==> config.mk <==
export PLATFORM = sky130hd
export DESIGN_NAME = alarm_clock_ctrl
export DESIGN_NICKNAME = d
export VERILOG_FILES = /design/src/rtl/alarm_ctrl_pkg.sv /design/src/rtl/alarm_clock_ctrl_sec_timer.sv /design/src/rtl/alarm_clock_ctrl.sv
export SDC_FILE = /design/constraint.sdc
export NUM_CORES = 1
export LEC_CHECK = 0
export CAP_MARGIN = 15
export CORE_ASPECT_RATIO = 0.5
export CORE_MARGIN = 10
export CORE_UTILIZATION = 40
export CTS_CLUSTER_DIAMETER = 30
export DETAILED_ROUTE_END_ITERATION = 7
export GPL_ROUTABILITY_DRIVEN = 0
export PLACE_DENSITY_LB_ADDON = 0.05
export SYNTH_ARGS = -nofsm -noshare
export SYNTH_HDL_FRONTEND = slang
export SYNTH_SLANG_ARGS = --single-unit
==> constraint.sdc <==
create_clock -name clk -period 3.2 [get_ports clk]
set_clock_uncertainty 0.2 [all_clocks]
set_input_delay 0.8 -clock clk [delete_from_list [all_inputs] [get_ports clk]]
set_output_delay 0.8 -clock clk [all_outputs]
set_load 0.005 [all_outputs]
==> src/rtl/alarm_ctrl_pkg.sv <==
// Shared constants for the alarm clock controller: state encoding, field limits
// and the wrap-around increment used by every editable field.
package alarm_ctrl_pkg;

  localparam logic [2:0] ST_RUN    = 3'd0;
  localparam logic [2:0] ST_SET_HR = 3'd1;
  localparam logic [2:0] ST_SET_MIN = 3'd2;
  localparam logic [2:0] ST_AL_HR  = 3'd3;
  localparam logic [2:0] ST_AL_MIN = 3'd4;
  localparam logic [2:0] ST_RING   = 3'd5;
  localparam logic [2:0] ST_SNOOZE = 3'd6;

  localparam logic [7:0] MAX_HR  = 8'd23;
  localparam logic [7:0] MAX_MIN = 8'd59;

  // Out-of-range values also fold back to zero so a bad copy never sticks.
  function automatic logic [7:0] wrap_inc(input logic [7:0] value, input logic [7:0] max);
    return (value >= max) ? 8'd0 : value + 8'd1;
  endfunction

endpackage

==> src/rtl/alarm_clock_ctrl_sec_timer.sv <==
// Seconds timer shared by the ring timeout (counting up) and the snooze
// countdown (counting down); terminal flags the tick that should end the phase.
module ctrl_sec_timer
  import alarm_ctrl_pkg::*;
#(
  parameter int TMR_W    = 12,
  parameter int UP_LIMIT = 60
) (
  input  logic             clk,
  input  logic             reset,
  input  logic             tick,
  input  logic             clear,
  input  logic             load,
  input  logic [TMR_W-1:0] load_val,
  input  logic             down,
  output logic [TMR_W-1:0] value,
  output logic             zero,
  output logic             terminal
);

  localparam logic [TMR_W-1:0] UP_LAST = TMR_W'(UP_LIMIT - 1);

  always_ff @(posedge clk or posedge reset) begin
    if (reset) begin
      value <= '0;
    end else if (clear) begin
      value <= '0;
    end else if (load) begin
      value <= load_val;
    end else if (tick) begin
      value <= down ? value - 1'b1 : value + 1'b1;
    end
  end

  assign zero = (value == '0);
  // Up: the next tick reaches UP_LIMIT. Down: the next tick reaches zero.
  assign terminal = down ? (value == TMR_W'(1)) : (value >= UP_LAST);

endmodule

==> src/rtl/alarm_clock_ctrl.sv <==
// Mode/scheduling controller for the alarm clock: gates the time counter,
// runs time-set and alarm-set editing, and drives ring, ring timeout and snooze.
module alarm_clock_ctrl
  import alarm_ctrl_pkg::*;
#(
  parameter int SNOOZE_MIN = 5,
  parameter int RING_SEC   = 60,
  parameter int TMR_W      = 12
) (
  input  logic       clk,
  input  logic       reset,
  input  logic       sec_tick,
  input  logic       btn_mode,
  input  logic       btn_alarm,
  input  logic       btn_inc,
  input  logic       btn_stop,
  input  logic       btn_snooze,
  input  logic [7:0] cur_hr,
  input  logic [7:0] cur_min,
  input  logic [7:0] cur_sec,
  output logic       cnt_enable,
  output logic       load,
  output logic [7:0] load_hr,
  output logic [7:0] load_min,
  output logic [7:0] alarm_hr,
  output logic [7:0] alarm_min,
  output logic       alarm_armed,
  output logic       ring,
  output logic [2:0] state_o
);

  localparam logic [TMR_W-1:0] SNOOZE_TICKS = TMR_W'(SNOOZE_MIN * 60);

  logic [2:0]       state, state_n;
  logic [7:0]       load_hr_n, load_min_n, alarm_hr_n, alarm_min_n;
  logic             armed_n, load_n;
  logic             match, match_q;
  logic             p_stop, p_snooze, p_mode, p_alarm, p_inc;
  logic             tmr_clear, tmr_load, tmr_tick, tmr_down;
  logic [TMR_W-1:0] tmr_value;
  logic             tmr_zero, tmr_terminal;
  logic             unused;

  // Single winner per cycle: stop > snooze > mode > alarm > inc.
  assign p_stop   = btn_stop;
  assign p_snooze = btn_snooze & ~btn_stop;
  assign p_mode   = btn_mode & ~btn_stop & ~btn_snooze;
  assign p_alarm  = btn_alarm & ~btn_stop & ~btn_snooze & ~btn_mode;
  assign p_inc    = btn_inc & ~btn_stop & ~btn_snooze & ~btn_mode & ~btn_alarm;

  assign match    = alarm_armed && (cur_hr == alarm_hr) && (cur_min == alarm_min);
  assign tmr_down = (state == ST_SNOOZE);

  ctrl_sec_timer #(
    .TMR_W    (TMR_W),
    .UP_LIMIT (RING_SEC)
  ) u_sec_timer (
    .clk      (clk),
    .reset    (reset),
    .tick     (tmr_tick),
    .clear    (tmr_clear),
    .load     (tmr_load),
    .load_val (SNOOZE_TICKS),
    .down     (tmr_down),
    .value    (tmr_value),
    .zero     (tmr_zero),
    .terminal (tmr_terminal)
  );

  // Seconds come straight from the counter; only hour/minute matter here.
  assign unused = ^{cur_sec, tmr_value, tmr_zero};

  always_comb begin
    state_n     = state;
    load_hr_n   = load_hr;
    load_min_n  = load_min;
    alarm_hr_n  = alarm_hr;
    alarm_min_n = alarm_min;
    armed_n     = alarm_armed;
    load_n      = 1'b0;
    tmr_clear   = 1'b0;
    tmr_load    = 1'b0;
    tmr_tick    = 1'b0;
    case (state)
      ST_RUN: begin
        tmr_clear = 1'b1;
        if (match && !match_q) begin
          state_n = ST_RING;
        end else if (p_stop) begin
          armed_n = ~alarm_armed;
        end else if (p_mode) begin
          load_hr_n  = cur_hr;
          load_min_n = cur_min;
          state_n    = ST_SET_HR;
        end else if (p_alarm) begin
          state_n = ST_AL_HR;
        end
      end
      ST_SET_HR: begin
        tmr_clear = 1'b1;
        if (p_stop)      state_n = ST_RUN;
        else if (p_mode) state_n = ST_SET_MIN;
        else if (p_inc)  load_hr_n = wrap_inc(load_hr, MAX_HR);
      end
      ST_SET_MIN: begin
        tmr_clear = 1'b1;
        if (p_stop) begin
          state_n = ST_RUN;
        end else if (p_mode) begin
          load_n  = 1'b1;
          state_n = ST_RUN;
        end else if (p_inc) begin
          load_min_n = wrap_inc(load_min, MAX_MIN);
        end
      end
      ST_AL_HR: begin
        tmr_clear = 1'b1;
        if (p_stop)       state_n = ST_RUN;
        else if (p_alarm) state_n = ST_AL_MIN;
        else if (p_inc)   alarm_hr_n = wrap_inc(alarm_hr, MAX_HR);
      end
      ST_AL_MIN: begin
        tmr_clear = 1'b1;
        if (p_stop) begin
          state_n = ST_RUN;
        end else if (p_alarm) begin
          armed_n = 1'b1;
          state_n = ST_RUN;
        end else if (p_inc) begin
          alarm_min_n = wrap_inc(alarm_min, MAX_MIN);
        end
      end
      ST_RING: begin
        if (p_stop) begin
          tmr_clear = 1'b1;
          state_n   = ST_RUN;
        end else if (p_snooze) begin
          tmr_load = 1'b1;
          state_n  = ST_SNOOZE;
        end else if (sec_tick) begin
          if (tmr_terminal) begin
            tmr_clear = 1'b1;
            state_n   = ST_RUN;
          end else begin
            tmr_tick = 1'b1;
          end
        end
      end
      ST_SNOOZE: begin
        if (p_stop) begin
          tmr_clear = 1'b1;
          state_n   = ST_RUN;
        end else if (sec_tick) begin
          if (tmr_terminal) begin
            tmr_clear = 1'b1;
            state_n   = ST_RING;
          end else begin
            tmr_tick = 1'b1;
          end
        end
      end
      default: begin
        tmr_clear = 1'b1;
        state_n   = ST_RUN;
      end
    endcase
  end

  // match_q starts high so nothing fires on the first cycle out of reset.
  always_ff @(posedge clk or posedge reset) begin
    if (reset) begin
      state       <= ST_RUN;
      cnt_enable  <= 1'b1;
      load        <= 1'b0;
      load_hr     <= 8'd0;
      load_min    <= 8'd0;
      alarm_hr    <= 8'd0;
      alarm_min   <= 8'd0;
      alarm_armed <= 1'b0;
      ring        <= 1'b0;
      match_q     <= 1'b1;
    end else begin
      state       <= state_n;
      cnt_enable  <= (state_n != ST_SET_HR) && (state_n != ST_SET_MIN);
      load        <= load_n;
      load_hr     <= load_hr_n;
      load_min    <= load_min_n;
      alarm_hr    <= alarm_hr_n;
      alarm_min   <= alarm_min_n;
      alarm_armed <= armed_n;
      ring        <= (state_n == ST_RING);
      match_q     <= match;
    end
  end

  assign state_o = state;

endmodule

# After elaboration in Yosys (flattened, before gate mapping)
# Cells that the tools add are included.
op_classes:
  eq_ne: 24
  mux: 66
  n_reduce_logical: 15
  add_sub_neg: 6
  bitwise_logic: 16
  magnitude_cmp: 5
ops:
  columns: ["cell", "n"]
  rows:
  - ["$mux 8", 16]
  - ["$mux 3", 19]
  - ["$mux 12", 4]
  - ["$add 8x1->8 const B", 4]
  - ["$pmux 8 s2", 2]
  - ["$ne 2x2->1 const B", 12]
  - ["$mux 1", 21]
  - ["$pmux 3 s7", 1]
  - ["$eq 8x8->1", 2]
  - ["$ge 8x5->1 const B", 2]
  - ["$ge 8x6->1 const B", 2]
  - ["$reduce_and 7->1", 2]
  - ["$add 12x1->12 const B", 1]
  - ["$eq 12x1->1 const B", 1]
  - ["$eq 3x3->1 const B", 4]
  - ["$ge 12x6->1 const B", 1]
  - ["$sub 12x1->12 const B", 1]
  - ["$and 1x1->1", 10]
  - ["$reduce_and 4->1", 2]
  - ["$eq 3x2->1 const B", 2]
  - ["$not 1->1", 6]
  - ["$pmux 1 s2", 3]
  - ["$reduce_bool 2->1", 3]
  - ["$reduce_and 5->1", 1]
  - ["other kinds (7)", 10]
word_totals:
  ff_bits: 52
  output_inout_bits: 39
  elab_cells: 143
  inputBits: 32

# Longest topological paths before layout
logic_depth:
  ltp_word: 11
  ltp_mapped: 9
  ltp_nobuf: 8

# Cells and area by module
# Synthesis repeated with hierarchy kept, for this count alone.
unflattened:
  cells_unflattened: 434
  hier_area_um2: 3628.5
by_module_without_submodules:
  columns: ["module", "n_inst", "cells_per_inst", "area_per_inst_um2", "seq_area_each_um2"]
  rows:
  - ["alarm_clock_ctrl", 1, 310, 2610.0, 1003.5]
  - ["ctrl_sec_timer", 1, 124, 1018.5, 300.3]

# Least setup slack after synthesis
# OpenSTA, ideal clock, no wires.
synth_path:
  kind: "input to register"
  start: "input btn_stop"
  end: "register load_hr[0]"
  path_slack_ps: 412
  setup_ps: 125
  path_stages: 9
  arrival_time_ps: 2463
  n_path_buf: 3
  path_cell_list: "nor3_2 and3b_1 buf_4 mux2i_1 or4_1 buf_2 or2_1 buf_6 mux2_4"
synth_between:
  elab_chain_len: 7
  elab_cells_between_ends: 13
synth_lines:
  columns: ["item", "line_no", "source"]
  rows:
  - ["start, declared", "alarm_clock_ctrl.sv:16", "input logic btn_stop,"]
  - ["$not 1->1 (no line)", null, null]
  - ["$and 1x1->1 (4 in a row)", "alarm_clock_ctrl.sv:49", "assign p_inc = btn_inc & ~btn_stop & ~btn_snooze & ~btn_mode & ~btn_alarm;"]
  - ["$ne 2x2->1 (no line)", null, null]
  - ["$reduce_and 7->1 (no line) *", null, null]
  - ["end signal, assigned", "alarm_clock_ctrl.sv:186", "load_hr <= load_hr_n;"]
  - ["end, declared", "alarm_clock_ctrl.sv:23", "output logic [7:0] load_hr,"]
# Every way passes the cells marked *; elsewhere a longest branch is shown, timed or not.
# A chain may end at the register's enable or synchronous reset.

# Worst setup path after layout
layout_path:
  start: "input cur_min[3]"
  end: "register cnt_enable"
layout_between:
  elab_chain_len: 7
  elab_cells_between_ends: 8
layout_lines:
  columns: ["item", "line_no", "source"]
  rows:
  - ["start, declared", "alarm_clock_ctrl.sv:19", "input logic [7:0] cur_min,"]
  - ["$eq 8x8->1 *", "alarm_clock_ctrl.sv:51", "assign match = alarm_armed && (cur_hr == alarm_hr) && (cur_min == alarm_min);"]
  - ["$logic_and 1x1->1 *", "alarm_clock_ctrl.sv:51", null]
  - ["$logic_and 1x1->1 *", "alarm_clock_ctrl.sv:87", "if (match && !match_q) begin"]
  - ["$mux 3 *", "alarm_clock_ctrl.sv:87", null]
  - ["$pmux 3 s7 *", "alarm_clock_ctrl.sv:84", "case (state)"]
  - ["$ne 3x1->1 or $ne 3x2->1 (tied branches)", "alarm_clock_ctrl.sv:184", "cnt_enable <= (state_n != ST_SET_HR) && (state_n != ST_SET_MIN);"]
  - ["$logic_and 1x1->1 *", "alarm_clock_ctrl.sv:184", null]
  - ["end signal, assigned", "alarm_clock_ctrl.sv:184", null]
  - ["end, declared", "alarm_clock_ctrl.sv:21", "output logic cnt_enable,"]
# Marks and branches as above.

==> flow_metrics.tcl <==
set metrics [dict create \
    ys_seq_area_share_pct 38.22 \
    grtUsageTotal_pct 15.21 \
    ff2ff_path_depth 7 \
    min_period_over_period_pct 91.86 \
    initial_utilization_pct 41.88 \
    fin_crit_ns 2.939 \
    ant_nets 0 \
    drive_gt1_share_pct 12.47 \
    hold_depth 2 \
    synth_cell_types 65 \
    routedWlPerCell_um 16.78 \
    clock_path_buffers 2 \
    core-area_um2 8144 \
    drt_wl_total_um 9684 \
    power_density_nw_per_um2 434.4 \
    intPower_mw 1.395 \
    place_area_um2 4309 \
    ir_drop_mv 0.2991 \
    cp_max_fo 3 \
    worstSetupEndpointType "register" \
    worstMarginPinSlew_ns 0.6046 \
    dp.cells 569 \
    clkPwrFrac_pct 31.5 \
    vias 3238 \
    cts_sinks 52 \
    grt_pass1_wl_um 16320 \
    timing.rr.end "load_min[5]" \
    syn_avg_cell_area_um2 8.791 \
    drc 0 \
    reg2reg_slack_ns 0.59 \
    grt-ovfl-total 0 \
    dp_hpwl_um 7326 \
    first_global_vias 3190 \
    port_buffers 62 \
    io_pins 71 \
    cp_data_required_time_ns 3.22 \
    cts_setup_buffers 0 \
    hold_path.class "reg2reg" \
    fp.dieW_um 150.6 \
    nets 503 \
    area_growth_pct 31.40 \
    worst_setup_path_start_kind "input port" \
    grt_max_degree 36 \
    synth_cells 388 \
    drt-initial-drc-count 192 \
    htreeDepth 2 \
    synth_common_cells "dfrtp_1, o21ai_0, nor2_1, nand2_1, a21oi_1" \
    setup_tns_ns 0 \
    pwr-share-seq_pct 43.0 \
    stdcell_count 577 \
    p_leak_nw 1.836 \
    power_mw 1.947 \
    finalHoldViolCount 0 \
    clockRootBuffer "clkbuf_16" \
    cpPeakStageDelay_ns 0.45 \
    maxCapViolations 0 \
    yosysTopAreaCell "dfrtp_1" \
    hold_start "load_hr[6]" \
    vias_per_cell 5.612 \
    fillCellCount 755 \
    ys_dominant_reg_cell "dfrtp_1" \
    die_area_um2 12840 \
    yosysTopAreaCellShare_pct 36.68 \
    pwr-share-comb_pct 25.5 \
    path_cells "clkdlybuf4s50_1, xor2_1, nor4_1, nand3_1, buf_4, o41ai_1, buf_4, nor3b_1, o21bai_1" \
    drt_pass1_iterations 4 \
    cp_slowest_cell "clkdlybuf4s50_1" \
    regArea_um2 1304 \
    multiInputGateArea_um2 1962 \
    numCtsBuffers 5 \
    ys_async_sr_fraction_pct 100.0 \
    cts_tree "built" \
    run_status "finished, final reports clean" \
    antenna_found_initial 0 \
    cpMostUsedCell "buf_4" \
    p_sw_share_pct 28.32 \
    yosys-top-cells-area "dfrtp_1, o21ai_0, xnor2_1" \
    fmax_mhz 340.2 \
    synth.most_common_cell "dfrtp_1" \
    stdcell_area_um2 4482 \
    setup_viol 0 \
    slew_viol_final 0 \
    synth-edff-count 0 \
    antenna_cells 0 \
    clkLatencyLatePin_ns 0.29 \
    synth_seq_cells 52 \
    min_to "load_hr[6]" \
    fin_util_pct 55.03 \
    cp.arrival_ns 2.96 \
    yosysWarnings 0 \
    switching_power_mw 0.5513 \
    rsz0062_at_grt "no" \
    relSlewSlack_pct 59.27 \
    die_y_um 85.30 \
    path_clk_slew_ns 0.07 \
    synth_fp_nets 427 \
    rows 23 \
    path_class "in2reg" \
    synth_area_um2 3411 \
    timing.rr.start "state_o[1]" \
]
worst max-delay path, delay by kind of cell:
kind	cells	cell delay, ns
compound gates	2	0.37
buf+inv	3	0.82
xor+xnor	1	0.18
simple gates	3	0.78
cells by family (layout without fill, tap and decap cells):
kind of cell | after synthesis | in the layout | share of synthesized area (%)
XOR/XNOR | 23 | 23 | 5.906
AO/OA/AOI/OAI | 104 | 104 | 19.85
AND/OR/NAND/NOR | 162 | 162 | 26.45
adder cells (fa/ha/maj) | 7 | 7 | 2.568
flip-flops | 52 | 52 | 38.22
multiplexers | 7 | 7 | 2.494
buffers and inverters | 33 | 110 | 4.512
worst max-delay path by stage:
stage / start / endpoint / slack (ns)
3_5_place_dp: cur_hr[0] / load_hr[1] / -0.13
2_1_floorplan: btn_stop / load_hr[0] / 0.41
5_1_grt: cur_min[3] / cnt_enable / 0.05
4_1_cts: cur_hr[0] / load_hr[1] / 0.15
3_3_place_gp: cur_hr[0] / load_hr[0] / -0.10
6_report: cur_min[3] / cnt_enable / 0.26
per-stage QoR:
step | hold WS (ns) | setup slack (ns)
6_report | 0.3331 | 0.2606
5_1_grt | 0.3915 | 0.04886
4_1_cts | 0.3360 | 0.1511
3_5_place_dp | 0.3229 | -0.1308
3_3_place_gp | 0.3214 | -0.1030
2_1_floorplan | 0.3111 | 0.4120
placed cells by master, fill, tap and decap left out, types with 4 or more instances in the layout:
| cell | netlist | final |
|---|---|---|
| dfrtp_1 | 50 | 50 |
| o31ai_1 | 7 | 7 |
| nor2_1 | 32 | 32 |
| nor2b_1 | 7 | 7 |
| nor3b_1 | 6 | 6 |
| xnor2_1 | 15 | 15 |
| xor2_1 | 8 | 8 |
| nand3_1 | 14 | 14 |
| o21ai_0 | 38 | 38 |
| ha_1 | 7 | 7 |
| a211oi_1 | 6 | 6 |
| or3b_2 | 4 | 4 |
| clkbuf_16 | 0 | 5 |
| nor4_1 | 8 | 7 |
| or3_1 | 7 | 7 |
| and3_1 | 7 | 7 |
| buf_4 | 2 | 29 |
| and2_1 | 6 | 6 |
| nand4_1 | 6 | 6 |
| mux2_2 | 4 | 4 |
| inv_1 | 9 | 8 |
| nand2b_1 | 6 | 6 |
| clkdlybuf4s50_1 | 0 | 62 |
| or4_1 | 4 | 4 |
| a21oi_1 | 16 | 16 |
| nor3_1 | 12 | 12 |
| nand2_1 | 27 | 27 |
state kept, by name, indices dropped and copies added (netlist names):
name / flops
alarm_armed: 1
alarm_hr: 8
alarm_min: 8
cnt_enable: 1
load: 1
load_hr: 8
load_min: 8
match_q: 1
ring: 1
state_o: 3
u_sec_timer.value: 12
layout make-up:
| class | instances | area share (%) |
|---|---|---|
| well taps | 112 | 3.127 |
| flip-flops and latches | 52 | 29.09 |
| clock buffers | 6 | 2.875 |
| multi-input cells | 303 | 43.77 |
| clock inverters | 2 | 0.7817 |
| repair buffers | 93 | 19.60 |
| inverters | 9 | 0.7538 |
timing repair:
item                       in CTS  in global routing
setup endpoints to repair       0                  3
hold buffers                    0                  0
gates resized for setup         0                  2
routing by layer:
layer	wire [µm]	share of wire (%)	up-vias	global-route usage [%]
met5	0	0	-	0
met4	32	0.33	0	1.825
met3	542	5.6	4	4.290
met2	4566	47	78	24.65
met1	4542	47	1573	20.24
li1	-	-	1583	-
power groups by stage:
| stage | Clock, mW | Combinational, mW | Sequential (mW) |
|---|---|---|---|
| 4_1_cts | 0.631 | 0.505 | 0.837 |
| 3_5_place_dp | 0 | 0.500 | 0.848 |
| 3_3_place_gp | 0 | 0.493 | 0.845 |
| 5_1_grt | 0.654 | 0.548 | 0.854 |
| 6_report | 0.613 | 0.496 | 0.838 |
| 2_1_floorplan | 0 | 0.227 | 0.831 |
Note: power is estimated with default switching activity, not from simulation.
